`config.mk`:
```
export PLATFORM = sky130hd
export DESIGN_NAME = kc705_ethernet_tx_frame_arbiter_flat
export DESIGN_NICKNAME = d
export VERILOG_FILES = /design/src/rtl/kc705_ethernet_tx_frame_arbiter_if.sv /design/src/rtl/kc705_ethernet_tx_frame_arbiter.sv /design/src/flat_wrapper.sv
export SDC_FILE = /design/constraint.sdc
export NUM_CORES = 1
export LEC_CHECK = 0
export CORE_UTILIZATION = 54
export DETAILED_ROUTE_END_ITERATION = 16
export GPL_TIMING_DRIVEN = 0
export PLACE_DENSITY = 0.83
export SYNTH_ARGS = -nofsm -noshare
export SYNTH_HDL_FRONTEND = slang
export SYNTH_SLANG_ARGS = --single-unit
```
`constraint.sdc`:
```
create_clock -name axi_tclk -period 2.47 [get_ports axi_tclk]
set_input_delay 0.494 -clock axi_tclk [delete_from_list [all_inputs] [get_ports axi_tclk]]
set_output_delay 0.494 -clock axi_tclk [all_outputs]
set_load 0.005 [all_outputs]
```
`src/rtl/kc705_ethernet_tx_frame_arbiter_if.sv`:
```
// kc705_ethernet_tx_frame_arbiter_if
//   8-bit AXI-Stream byte channel used by the TX frame arbiter.
//   master : drives tdata/tvalid/tlast/tuser, samples tready
//   slave  : samples tdata/tvalid/tlast, drives tready
//   tuser is the error flag, qualified by tvalid & tlast; sources leave it unused.
interface kc705_ethernet_tx_frame_arbiter_if;
  logic [7:0] tdata;
  logic       tvalid;
  logic       tlast;
  logic       tuser;
  logic       tready;

  modport master (output tdata, tvalid, tlast, tuser, input tready);
  modport slave  (input tdata, tvalid, tlast, output tready);
endinterface

```
`src/rtl/kc705_ethernet_tx_frame_arbiter.sv`:
```
// kc705_ethernet_tx_frame_arbiter
//   Shares one 8-bit AXI-Stream Ethernet TX path between two sources (s0
//   command/response, s1 ADC data). Whole frames are granted, an inter-frame
//   gap is inserted after every frame, over-long frames are truncated and
//   stalled frames are aborted; both close with tlast + tuser so the MAC
//   path never hangs.
// Ports:
//   axi_tclk, axi_tresetn : clock, async active-low reset
//   enable_arb            : allows new grants (a frame in flight always completes)
//   s0, s1                : source streams (slave modport)
//   m                     : stream to the TX MAC (master modport, tuser = error)
//   grant                 : one-hot owner, 00 when the path is free
//   abort_count           : saturating count of aborted/truncated frames
// Build option:
//   TX_ARB_FIXED_PRIORITY_EN : s0 always wins simultaneous requests and the
//                              round-robin pointer is removed.
module kc705_ethernet_tx_frame_arbiter #(
  parameter int MAX_FRAME_LEN = 1514,
  parameter int IFG_CYCLES    = 12,
  parameter int STALL_TIMEOUT = 1024
) (
  input  logic                                    axi_tclk,
  input  logic                                    axi_tresetn,
  input  logic                                    enable_arb,
  kc705_ethernet_tx_frame_arbiter_if.slave        s0,
  kc705_ethernet_tx_frame_arbiter_if.slave        s1,
  kc705_ethernet_tx_frame_arbiter_if.master       m,
  output logic [1:0]                              grant,
  output logic [7:0]                              abort_count
);
  localparam logic [2:0] S_IDLE  = 3'd0;
  localparam logic [2:0] S_XFER  = 3'd1;
  localparam logic [2:0] S_ABORT = 3'd2;
  localparam logic [2:0] S_FLUSH = 3'd3;
  localparam logic [2:0] S_GAP   = 3'd4;

  localparam int SW = $clog2(STALL_TIMEOUT + 1);
  localparam int GW = (IFG_CYCLES > 1) ? $clog2(IFG_CYCLES) : 1;
  localparam logic [15:0]   LAST_IDX   = 16'(MAX_FRAME_LEN - 1);
  localparam logic [SW-1:0] STALL_LAST = SW'(STALL_TIMEOUT - 1);
  localparam logic [GW-1:0] GAP_LAST   = GW'(IFG_CYCLES - 1);

  logic [2:0]      state;
  logic            owner;
  logic [15:0]     byte_cnt;
  logic [SW-1:0]   stall_cnt;
  logic [GW-1:0]   gap_cnt;

  logic [1:0][7:0] src_data;
  logic [1:0]      src_valid, src_last, src_ready;
  logic [7:0]      sel_data;
  logic            sel_valid, sel_last, at_limit, trunc, pick;
  logic [7:0]      abort_inc;

  assign src_data  = {s1.tdata,  s0.tdata};
  assign src_valid = {s1.tvalid, s0.tvalid};
  assign src_last  = {s1.tlast,  s0.tlast};
  assign s0.tready = src_ready[0];
  assign s1.tready = src_ready[1];

  assign sel_data  = src_data[owner];
  assign sel_valid = src_valid[owner];
  assign sel_last  = src_last[owner];
  // Beat at index MAX_FRAME_LEN-1 without source tlast is cut short here.
  assign at_limit  = (byte_cnt == LAST_IDX);
  assign trunc     = at_limit & ~sel_last;
  assign abort_inc = abort_count + {7'd0, (abort_count != 8'hFF)};

`ifdef TX_ARB_FIXED_PRIORITY_EN
  assign pick = ~src_valid[0];
`else
  logic ptr, frame_done;
  assign pick = (&src_valid) ? ptr : src_valid[1];
  // Any frame end (normal, truncate, abort) hands priority to the other source.
  assign frame_done = ((state == S_XFER) && sel_valid && m.tready && (sel_last || at_limit)) ||
                      ((state == S_ABORT) && m.tready);

  always_ff @(posedge axi_tclk or negedge axi_tresetn) begin
    if (!axi_tresetn)    ptr <= 1'b0;
    else if (frame_done) ptr <= ~owner;
  end
`endif

  always_comb begin
    m.tdata   = '0;
    m.tvalid  = 1'b0;
    m.tlast   = 1'b0;
    m.tuser   = 1'b0;
    src_ready = '0;
    case (state)
      S_XFER: begin
        m.tdata          = sel_data;
        m.tvalid         = sel_valid;
        m.tlast          = sel_last | at_limit;
        m.tuser          = trunc;
        src_ready[owner] = m.tready;
      end
      S_ABORT: begin
        m.tvalid = 1'b1;
        m.tlast  = 1'b1;
        m.tuser  = 1'b1;
      end
      S_FLUSH: src_ready[owner] = 1'b1;
      default: ;
    endcase
  end

  always_ff @(posedge axi_tclk or negedge axi_tresetn) begin
    if (!axi_tresetn) begin
      state       <= S_IDLE;
      grant       <= '0;
      owner       <= 1'b0;
      byte_cnt    <= '0;
      stall_cnt   <= '0;
      gap_cnt     <= '0;
      abort_count <= '0;
    end else begin
      case (state)
        S_IDLE: begin
          byte_cnt  <= '0;
          stall_cnt <= '0;
          if (enable_arb && (|src_valid)) begin
            owner <= pick;
            grant <= pick ? 2'b10 : 2'b01;
            state <= S_XFER;
          end
        end
        S_XFER: begin
          if (sel_valid) begin
            stall_cnt <= '0;
            if (m.tready) begin
              if (sel_last) begin
                state   <= S_GAP;
                grant   <= '0;
                gap_cnt <= '0;
              end else if (at_limit) begin
                state       <= S_FLUSH;
                abort_count <= abort_inc;
              end else begin
                byte_cnt <= byte_cnt + 16'd1;
              end
            end
          end else if (stall_cnt == STALL_LAST) begin
            state <= S_ABORT;
          end else begin
            stall_cnt <= stall_cnt + 1'b1;
          end
        end
        // Error beat is held until the MAC accepts it.
        S_ABORT: begin
          if (m.tready) begin
            state       <= S_FLUSH;
            abort_count <= abort_inc;
          end
        end
        // Drain the rest of the source's frame; nothing reaches the MAC.
        S_FLUSH: begin
          if (sel_valid && sel_last) begin
            state   <= S_GAP;
            grant   <= '0;
            gap_cnt <= '0;
          end
        end
        S_GAP: begin
          if (gap_cnt == GAP_LAST) state <= S_IDLE;
          else                     gap_cnt <= gap_cnt + 1'b1;
        end
        default: state <= S_IDLE;
      endcase
    end
  end
endmodule

```
`src/flat_wrapper.sv`:
```
// flat-port wrapper written by rule: the top's interface ports become plain ports
module kc705_ethernet_tx_frame_arbiter_flat 
#(
  parameter int MAX_FRAME_LEN = 1514,
  parameter int IFG_CYCLES    = 12,
  parameter int STALL_TIMEOUT = 1024
)
  (axi_tclk, axi_tresetn, enable_arb, grant, abort_count, s0_tdata, s0_tvalid, s0_tlast, s0_tready, s1_tdata, s1_tvalid, s1_tlast, s1_tready, m_tdata, m_tvalid, m_tlast, m_tuser, m_tready);
  kc705_ethernet_tx_frame_arbiter_if s0_i ();
  kc705_ethernet_tx_frame_arbiter_if s1_i ();
  kc705_ethernet_tx_frame_arbiter_if m_i ();
  input  logic axi_tclk;
  input  logic axi_tresetn;
  input  logic enable_arb;
  output logic [1:0] grant;
  output logic [7:0] abort_count;
  input wire logic [$bits(s0_i.tdata)-1:0] s0_tdata;
  input wire logic [$bits(s0_i.tvalid)-1:0] s0_tvalid;
  input wire logic [$bits(s0_i.tlast)-1:0] s0_tlast;
  output wire logic [$bits(s0_i.tready)-1:0] s0_tready;
  input wire logic [$bits(s1_i.tdata)-1:0] s1_tdata;
  input wire logic [$bits(s1_i.tvalid)-1:0] s1_tvalid;
  input wire logic [$bits(s1_i.tlast)-1:0] s1_tlast;
  output wire logic [$bits(s1_i.tready)-1:0] s1_tready;
  output wire logic [$bits(m_i.tdata)-1:0] m_tdata;
  output wire logic [$bits(m_i.tvalid)-1:0] m_tvalid;
  output wire logic [$bits(m_i.tlast)-1:0] m_tlast;
  output wire logic [$bits(m_i.tuser)-1:0] m_tuser;
  input wire logic [$bits(m_i.tready)-1:0] m_tready;
  assign s0_i.tdata = s0_tdata;
  assign s0_i.tvalid = s0_tvalid;
  assign s0_i.tlast = s0_tlast;
  assign s0_tready = s0_i.tready;
  assign s1_i.tdata = s1_tdata;
  assign s1_i.tvalid = s1_tvalid;
  assign s1_i.tlast = s1_tlast;
  assign s1_tready = s1_i.tready;
  assign m_tdata = m_i.tdata;
  assign m_tvalid = m_i.tvalid;
  assign m_tlast = m_i.tlast;
  assign m_tuser = m_i.tuser;
  assign m_i.tready = m_tready;
  kc705_ethernet_tx_frame_arbiter #(.MAX_FRAME_LEN(MAX_FRAME_LEN), .IFG_CYCLES(IFG_CYCLES), .STALL_TIMEOUT(STALL_TIMEOUT)) u_core (.axi_tclk(axi_tclk), .axi_tresetn(axi_tresetn), .enable_arb(enable_arb), .s0(s0_i), .s1(s1_i), .m(m_i), .grant(grant), .abort_count(abort_count));
endmodule
```
==> results by group, run 1 <==
Status
  • Outcome: completed

STA
  • Hold Vio Cnt, Final: 0
  • Final setup fails: 0
  • Final setup TNS: 0 ns
  • Worst-Margin Slew: between 0.6 and 0.7 ns
  • Clock Skew: roughly 0.0094 ns
  • Setup ws final: 0.0480 ns
  • Hold slack: 0.142 ns
  • Worst slew margin: 0.536
  • Post-layout min period: around 2.4 ns
  • Max Slew Vio Count: 0
  • Max Freq: between 400 and 500 MHz
  • Final worst path period share: 0.981

Run
  • Max Cap Violations: 0

Floorplanning
  • Core ar.: about 5100 µm²
  • # IOs: 47
  • Die ar.: ~5600 µm²
  • Die height: 74.8 µm
  • Initial core utilization: 0.560
  • Rows: 26
  • Chip width: 74.8 µm

Placed design
  • Place WS: -0.173 ns
  • Dpl cell area: approximately 3400 µm²
  • PortBufs: 46
  • Final RePlAce weighted congestion: approximately 0.94
  • Post-DP HPWL: 4880 µm

Synth
  • Cells after Synth: around 310
  • Synthesized area per cell: about 9.3 µm²
  • Main flop type after synthesis: dfrtp_1
  • Register area share after synthesis: 0.402
  • Syn nets: 338
  • Largest cells by area after synthesis: dfrtp_1 (40%), nor2_1 (5.1%), mux2i_1 (4.9%)
  • Post-synthesis cell type count: 62
  • Syn Std Cell Area: about 2900 µm²
  • Number of synthesized flops with an enable pin: 0
  • Yosys warning count: 0
  • Largest area contributor in the netlist: dfrtp_1
  • Share of the synthesized area in the top cell type: 0.402
  • Async set-reset flop share out of synthesis: 1.00
  • Synth Register Bits: 46

Setup path
  • Endpoint class of the critical path: output pin
  • FF-to-FF End: u_core.byte_cnt[13]
  • Worst R2R Setup Slack: roughly 0.40 ns
  • Arr. time, crit path: a little under 2 ns
  • Crit path max fanout: 5
  • Critical path endpoint: m_tuser
  • CP Launch Type: register
  • Crit Reg-Reg Startpoint: u_core.state[1]
  • Required @ worst endpoint: approximately 2.0 ns
  • Setup crit start: u_core.byte_cnt[1]
  • WS Path Type: reg -> out
  • Worst Reg-to-Reg Cells: 6

Power and ir drop
  • Final Power: around 3.0 mW
  • P_leak: approximately 1.6 nW
  • PD cells: roughly 850 nW/µm²
  • Maximum vdd ir drop: 0.477 mV

Clocking
  • Clk_lat worst skew: 0.31 ns
  • Clk slew on worst S/H paths: approximately 0.09 ns
  • CTS Root Cell: clkbuf_8
  • CTS max path bufs: 2
  • Cts bufs inserted: 5
  • CTS tree: done
  • H-tree levels: 2
  • Hold-fix buffers, CTS: 0
  • Sink Count: between 40 and 50

Layout
  • Multi-input logic area: between 1500 and 2000 µm²
  • Post-route cell area: 3590 µm²
  • Commonest non-fill, non-tap cell in the layout: dfrtp_1
  • FF+latch area: approximately 1200 µm²
  • Area Growth Syn to Fin: 25.5%
  • Most frequent cells in the layout: dfrtp_1 (42), nor2_1 (39), clkdlybuf4s50_1 (32)
  • Layout filler cell count: 388
  • Nets: between 300 and 400
  • Layout cell share with drive strength beyond 1: 0.155
  • # diodes: 0

GRT
  • First-pass GRT wire length: about 11000 µm
  • Total grt overflow: 0
  • Global-route usage over all layers: 0.255
  • Number of global-route vias before repair: roughly 2400
  • Pin count of the biggest net entering global routing: 29
  • Antenna violations before repair: 0

Detailed routing
  • WL final: ~6500 µm
  • # DRC: 0
  • Final ANT Viol Nets: 0
  • Vias per Instance: between 5 and 6
  • Drt pass-1 iters: 4
  • Wire per inst: 14.9 µm
  • DR vias: around 2600
  • Starting DRC count in detailed routing: roughly 150

Hold path
  • Hold crit path type: in -> async
==> per-layer routing <==
metal | GRT usage | up-vias | share of wire
li1 | - | 1260 | -
met1 | 0.344 | 1271 | 0.45
met2 | 0.420 | 34 | 0.51
met3 | 0.0348 | 13 | 0.023
met4 | 0.0964 | 0 | 0.020
met5 | 0 | - | 0
==> worst min path at each step <==
stage               cells past startpoint             startpoint  slack (ns)               endpoint
floorplan                               0            axi_tresetn        0.20  u_core.abort_count[0]
global placement                        1  u_core.abort_count[7]        0.49  u_core.abort_count[7]
detailed placement                      1            axi_tresetn        0.47           u_core.owner
CTS                                     1            axi_tresetn        0.14    u_core.stall_cnt[8]
global route                            1            axi_tresetn        0.17           u_core.owner
finish                                  1            axi_tresetn        0.14    u_core.stall_cnt[3]
==> through the flow <==
stage,instances,util
floorplan,308,-
global placement,424,0.667
detailed placement,425,0.670
CTS,435,0.697
global route,438,0.703
finish,438,0.703
==> synth_stat cells, types with 2 or more instances <==
library cell  count
mux2i_1          14
xnor2_1          16
o21ai_0          17
and4_2            3
nor4_1            5
and3_1            5
a21oi_1           7
a31oi_1           6
a31o_2            2
ha_1              6
o31ai_1           2
or2_2             3
and2_1            2
nand4_1          10
nand2b_1          2
clkbuf_1          2
a22o_1            2
nand3b_1          3
nand3_1          17
nor2_1           39
inv_1             6
nor3_1           11
o21bai_1          2
or3_1             3
mux2_2            4
a41o_1            3
nor3b_1           4
nand2_1          26
buf_2             5
buf_4             2
o41ai_1           2
a21bo_2           2
dfrtp_1          46
==> registers in the layout, summed over array words and instances, names as in the netlist <==
register,count
u_core.abort_count,8
u_core.byte_cnt,16
u_core.gap_cnt,4
u_core.grant,2
u_core.owner,1
u_core.ptr,1
u_core.stall_cnt,11
u_core.state,3
==> critical path, cell delays in order (launching register included) <==
cell           delay [ns]
dfrtp_1              0.39
inv_1                0.06
ha_1                 0.17
nor3b_4              0.21
buf_4                0.15
nand4_4              0.16
o31ai_1              0.21
dlygate4sd2_1        0.29
==> layout make-up <==
class                   count  area share
repair buffers             54       0.143
flip-flops and latches     46       0.322
inverters                   6     0.00627
well taps                  70      0.0244
clock buffers               5      0.0192
multi-input cells         245       0.462
plain buffers               9      0.0188
clock inverters             3     0.00523
==> report_power, final <==
part	switching, mW	total (mW)	internal (mW)
registers	0.112	1.00	0.888
clock network	0.263	0.463	0.199
logic	0.865	1.58	0.719
==> what timing repair did <==
action,4_1_cts,5_1_grt
pin swaps,1,4
gates resized for setup,24,7
setup buffers,3,4
endpoints found under the setup margin,13,2
==> cell families (layout without fill, tap and decap cells) <==
family | Yosys count | count (layout) | synth area share
xor+xnor | 17 | 17 | 0.0521
mux | 18 | 18 | 0.0647
flops | 46 | 46 | 0.402
simple gates | 145 | 145 | 0.275
compound gates | 59 | 59 | 0.150
buf+inv | 17 | 77 | 0.0297
fa+ha+maj | 6 | 6 | 0.0262
(Power assumes the default switching activity.)
==> run 2, diff against run 1 <==
--- a/config.mk
+++ b/config.mk
@@ -9,4 +9,4 @@
 export DETAILED_ROUTE_END_ITERATION = 16
-export GPL_TIMING_DRIVEN = 0
 export PLACE_DENSITY = 0.83
+export SLEW_MARGIN = 20
 export SYNTH_ARGS = -nofsm -noshare
--- a/constraint.sdc
+++ b/constraint.sdc
@@ -3,2 +3,2 @@
 set_output_delay 0.494 -clock axi_tclk [all_outputs]
-set_load 0.005 [all_outputs]
+set_load 0.05 [all_outputs]
==> run 2 against run 1 <==
Effect of this change:
- flip-flop and latch count unchanged
- non-clock buffer count is 1 higher
- design area increased by 4.4%
- clock skew hardly changed
- maximum frequency grew 1.6%
- setup slack improved by 0.038 ns
==> results by group, run 2 (synthesized netlist as in run 1, its figures left out) <==
Detailed routing
  • Final ANT Viol Nets: 0 (unchanged)
  • DR vias: 2667 (+3.5%)
  • WL final: 7190 µm (+10%)
  • # DRC: 0 (unchanged)
  • Wire per inst: 16.4 µm (+10%)
  • Vias per Instance: 6.09 (+3.5%)
  • Drt pass-1 iters: 4 (unchanged)
  • Starting DRC count in detailed routing: 239 (+64%)

Layout
  • FF+latch area: 1150 µm² (-0.43%)
  • Layout cell share with drive strength beyond 1: 0.182 (+0.0272)
  • Multi-input logic area: 1650 µm² (-0.23%)
  • Nets: 398 (+0.25%)
  • Reg with most FFs: u_core.byte_cnt
  • Area Growth Syn to Fin: 31.1%
  • Commonest non-fill, non-tap cell in the layout: dfrtp_1
  • Biggest regs: u_core.byte_cnt x16, u_core.stall_cnt x11, u_core.abort_count x8
  • # diodes: 0 (unchanged)
  • Layout filler cell count: 380 (-2.1%)
  • Max reg flops: 16 (unchanged)
  • Most frequent cells in the layout: dfrtp_1 (46), nor2_1 (39), clkdlybuf4s50_1 (32)

STA
  • Max Freq: 419 MHz (+1.6%)
  • Final setup fails: 0 (unchanged)
  • Worst-Margin Slew: 0.710 ns (+0.0156 ns)
  • Worst slew margin: 0.527 (-0.00867)
  • RSZ-0062 raised after global routing: false
  • Post-layout min period: 2.38 ns (-0.0380 ns)
  • Clock Skew: 0.00945 ns (+0.0000694 ns)
  • Hold Vio Cnt, Final: 0 (unchanged)
  • Setup ws final: 0.0860 ns (+0.0380 ns)
  • Max Slew Vio Count: 0 (unchanged)
  • Final worst path period share: 0.965 (-0.0154)

Setup path
  • Endpoint class of the critical path: output pin
  • CP max-delay cell: dfrtp_1
  • Worst-path cell chain: inv_1 -> ha_1 -> nor3b_2 -> and4_2 -> nor2_1 -> o21ai_1 -> buf_12
  • Crit path max fanout: 5 (unchanged)
  • Worst Reg-to-Reg Cells: 7 (+1)
  • WS Path Type: reg -> out
  • Arr. time, crit path: 1.89 ns (-0.04 ns)
  • Maximum single-stage delay on the critical path: 0.43 ns (+0.04 ns)
  • Required @ worst endpoint: 1.98 ns (about the same)
  • CP Launch Type: register

GRT
  • Pin count of the biggest net entering global routing: 29 (unchanged)
  • Global-route usage over all layers: 0.277 (+0.0220)
  • Total grt overflow: 0 (unchanged)
  • First-pass GRT wire length: 11600 µm (+5.8%)
  • Antenna violations before repair: 0 (unchanged)
  • Number of global-route vias before repair: 2518 (+4.2%)

Clocking
  • Clk_lat worst skew: 0.30 ns (about the same)
  • CTS max path bufs: 2 (unchanged)
  • Clk slew on worst S/H paths: 0.09 ns (about the same)
  • Cts bufs inserted: 5 (unchanged)
  • CTS tree: done
  • H-tree levels: 2 (unchanged)
  • Sink Count: 46 (unchanged)
  • CTS Root Cell: clkbuf_8

Placed design
  • PortBufs: 46 (unchanged)
  • Post-DP HPWL: 5180 µm (+6.2%)
  • Place WS: 0.102 ns (+0.274 ns)
  • Final RePlAce weighted congestion: 0.858 (-8.6%)

Floorplanning
  • Chip width: 74.8 µm (unchanged)
  • Rows: 26 (unchanged)
  • Core ar.: 5110 µm² (unchanged)
  • Initial core utilization: 0.560 (unchanged)
  • # IOs: 47 (unchanged)
  • Die ar.: 5590 µm² (unchanged)
  • Die height: 74.8 µm (unchanged)

Power and ir drop
  • Maximum vdd ir drop: 0.679 mV (+42%)
  • Share of power burned in combinational logic: 0.596 (+0.076)
  • Switching power: 1.82 mW (+47%)
  • Switching share of power: 0.455 (+0.0483)
  • Clock share of power: 0.144 (-0.008)
  • PD cells: 1070 nW/µm² (+26%)
  • Internal: 2.18 mW (+21%)
  • Sequential Power Share: 0.260 (-0.068)
  • P_leak: 1.59 nW (+1.0%)
  • Final Power: 4.00 mW (+31%)

Hold path
  • Hold crit path type: in -> async

Status
  • Outcome: completed

Run
  • Max Cap Violations: 0 (unchanged)
[run 2: cell types whose count changed in the layout (fill, tap and decap cells not counted), moves of 2 or more]
cell           before  now
buf_12              1   13
buf_2               5    1
buf_4               8   18
buf_6               2    0
clkinv_2            2    0
dfrtp_1            42   46
dfrtp_2             4    0
dlygate4sd2_1      11    0
[run 2: final timing paths]
check	end	startpoint	slack, ns
setup / recovery	m_tlast	u_core.byte_cnt[1]	0.09
hold / removal	u_core.byte_cnt[4]	axi_tresetn	0.22
setup reg to reg	u_core.abort_count[1]	u_core.byte_cnt[1]	0.34
hold reg to reg	u_core.abort_count[7]	u_core.abort_count[7]	0.50
max in group asynchronous	u_core.abort_count[4]	axi_tresetn	1.62
min in group axi_tclk	u_core.abort_count[7]	u_core.abort_count[7]	0.50
[run 2: area by class of cell]
cell class	count	area share
clock buffers	6	0.0220
inverters	6	0.00601
repair buffers	64	0.192
well taps	70	0.0234
flip-flops and latches	46	0.307
clock inverters	1	0.00801
multi-input cells	245	0.441
[run 2: metal layers]
metal | up-vias | wire, µm | global-route usage
met4 | 0 | 178 | 0.0985
met5 | - | 0 | 0
li1 | 1259 | - | -
met3 | 20 | 312 | 0.0629
met2 | 71 | 3620 | 0.472
met1 | 1317 | 3080 | 0.347
[run 2: per-stage QoR]
| step | util | instance area, µm² | cells | hold slack (ns) | setup TNS, ns |
|---|---|---|---|---|---|
| 6_report | 0.734 | 3750 | 438 | 0.221 | 0 |
| 5_1_grt | 0.734 | 3750 | 438 | 0.263 | 0 |
| 4_1_cts | 0.728 | 3720 | 436 | 0.234 | -0.0126 |
| 3_5_place_dp | 0.704 | 3600 | 429 | 0.490 | 0 |
| 3_3_place_gp | 0.704 | 3600 | 429 | 0.483 | 0 |
| 2_1_floorplan | - | 2870 | 308 | 0.198 | 0 |
[run 2: timing repair]
action                     4_1_cts  5_1_grt
resized for setup                2        2
pin swaps                        1        2
buffers inserted                 0        2
cloned                           0        0
setup endpoints to repair        1        2
hold buffers                     0        0
[run 2: power by group through the flow]
stage               clock network [mW]  logic (mW)  registers (mW)
global route                     0.608        2.54            1.06
finish                           0.576        2.39            1.04
CTS                              0.573        2.38            1.03
floorplan                            0        1.32            1.16
detailed placement                   0        2.35            1.05
global placement                     0        2.31            1.04
[run 2: worst max-delay path: cells and delay by family, from the launching register on]
family | cells | cell delay, ns
AND/OR/NAND/NOR | 3 | 0.53
flip-flops | 1 | 0.43
adder cells (fa/ha/maj) | 1 | 0.15
buffers and inverters | 2 | 0.25
AO/OA/AOI/OAI | 1 | 0.22
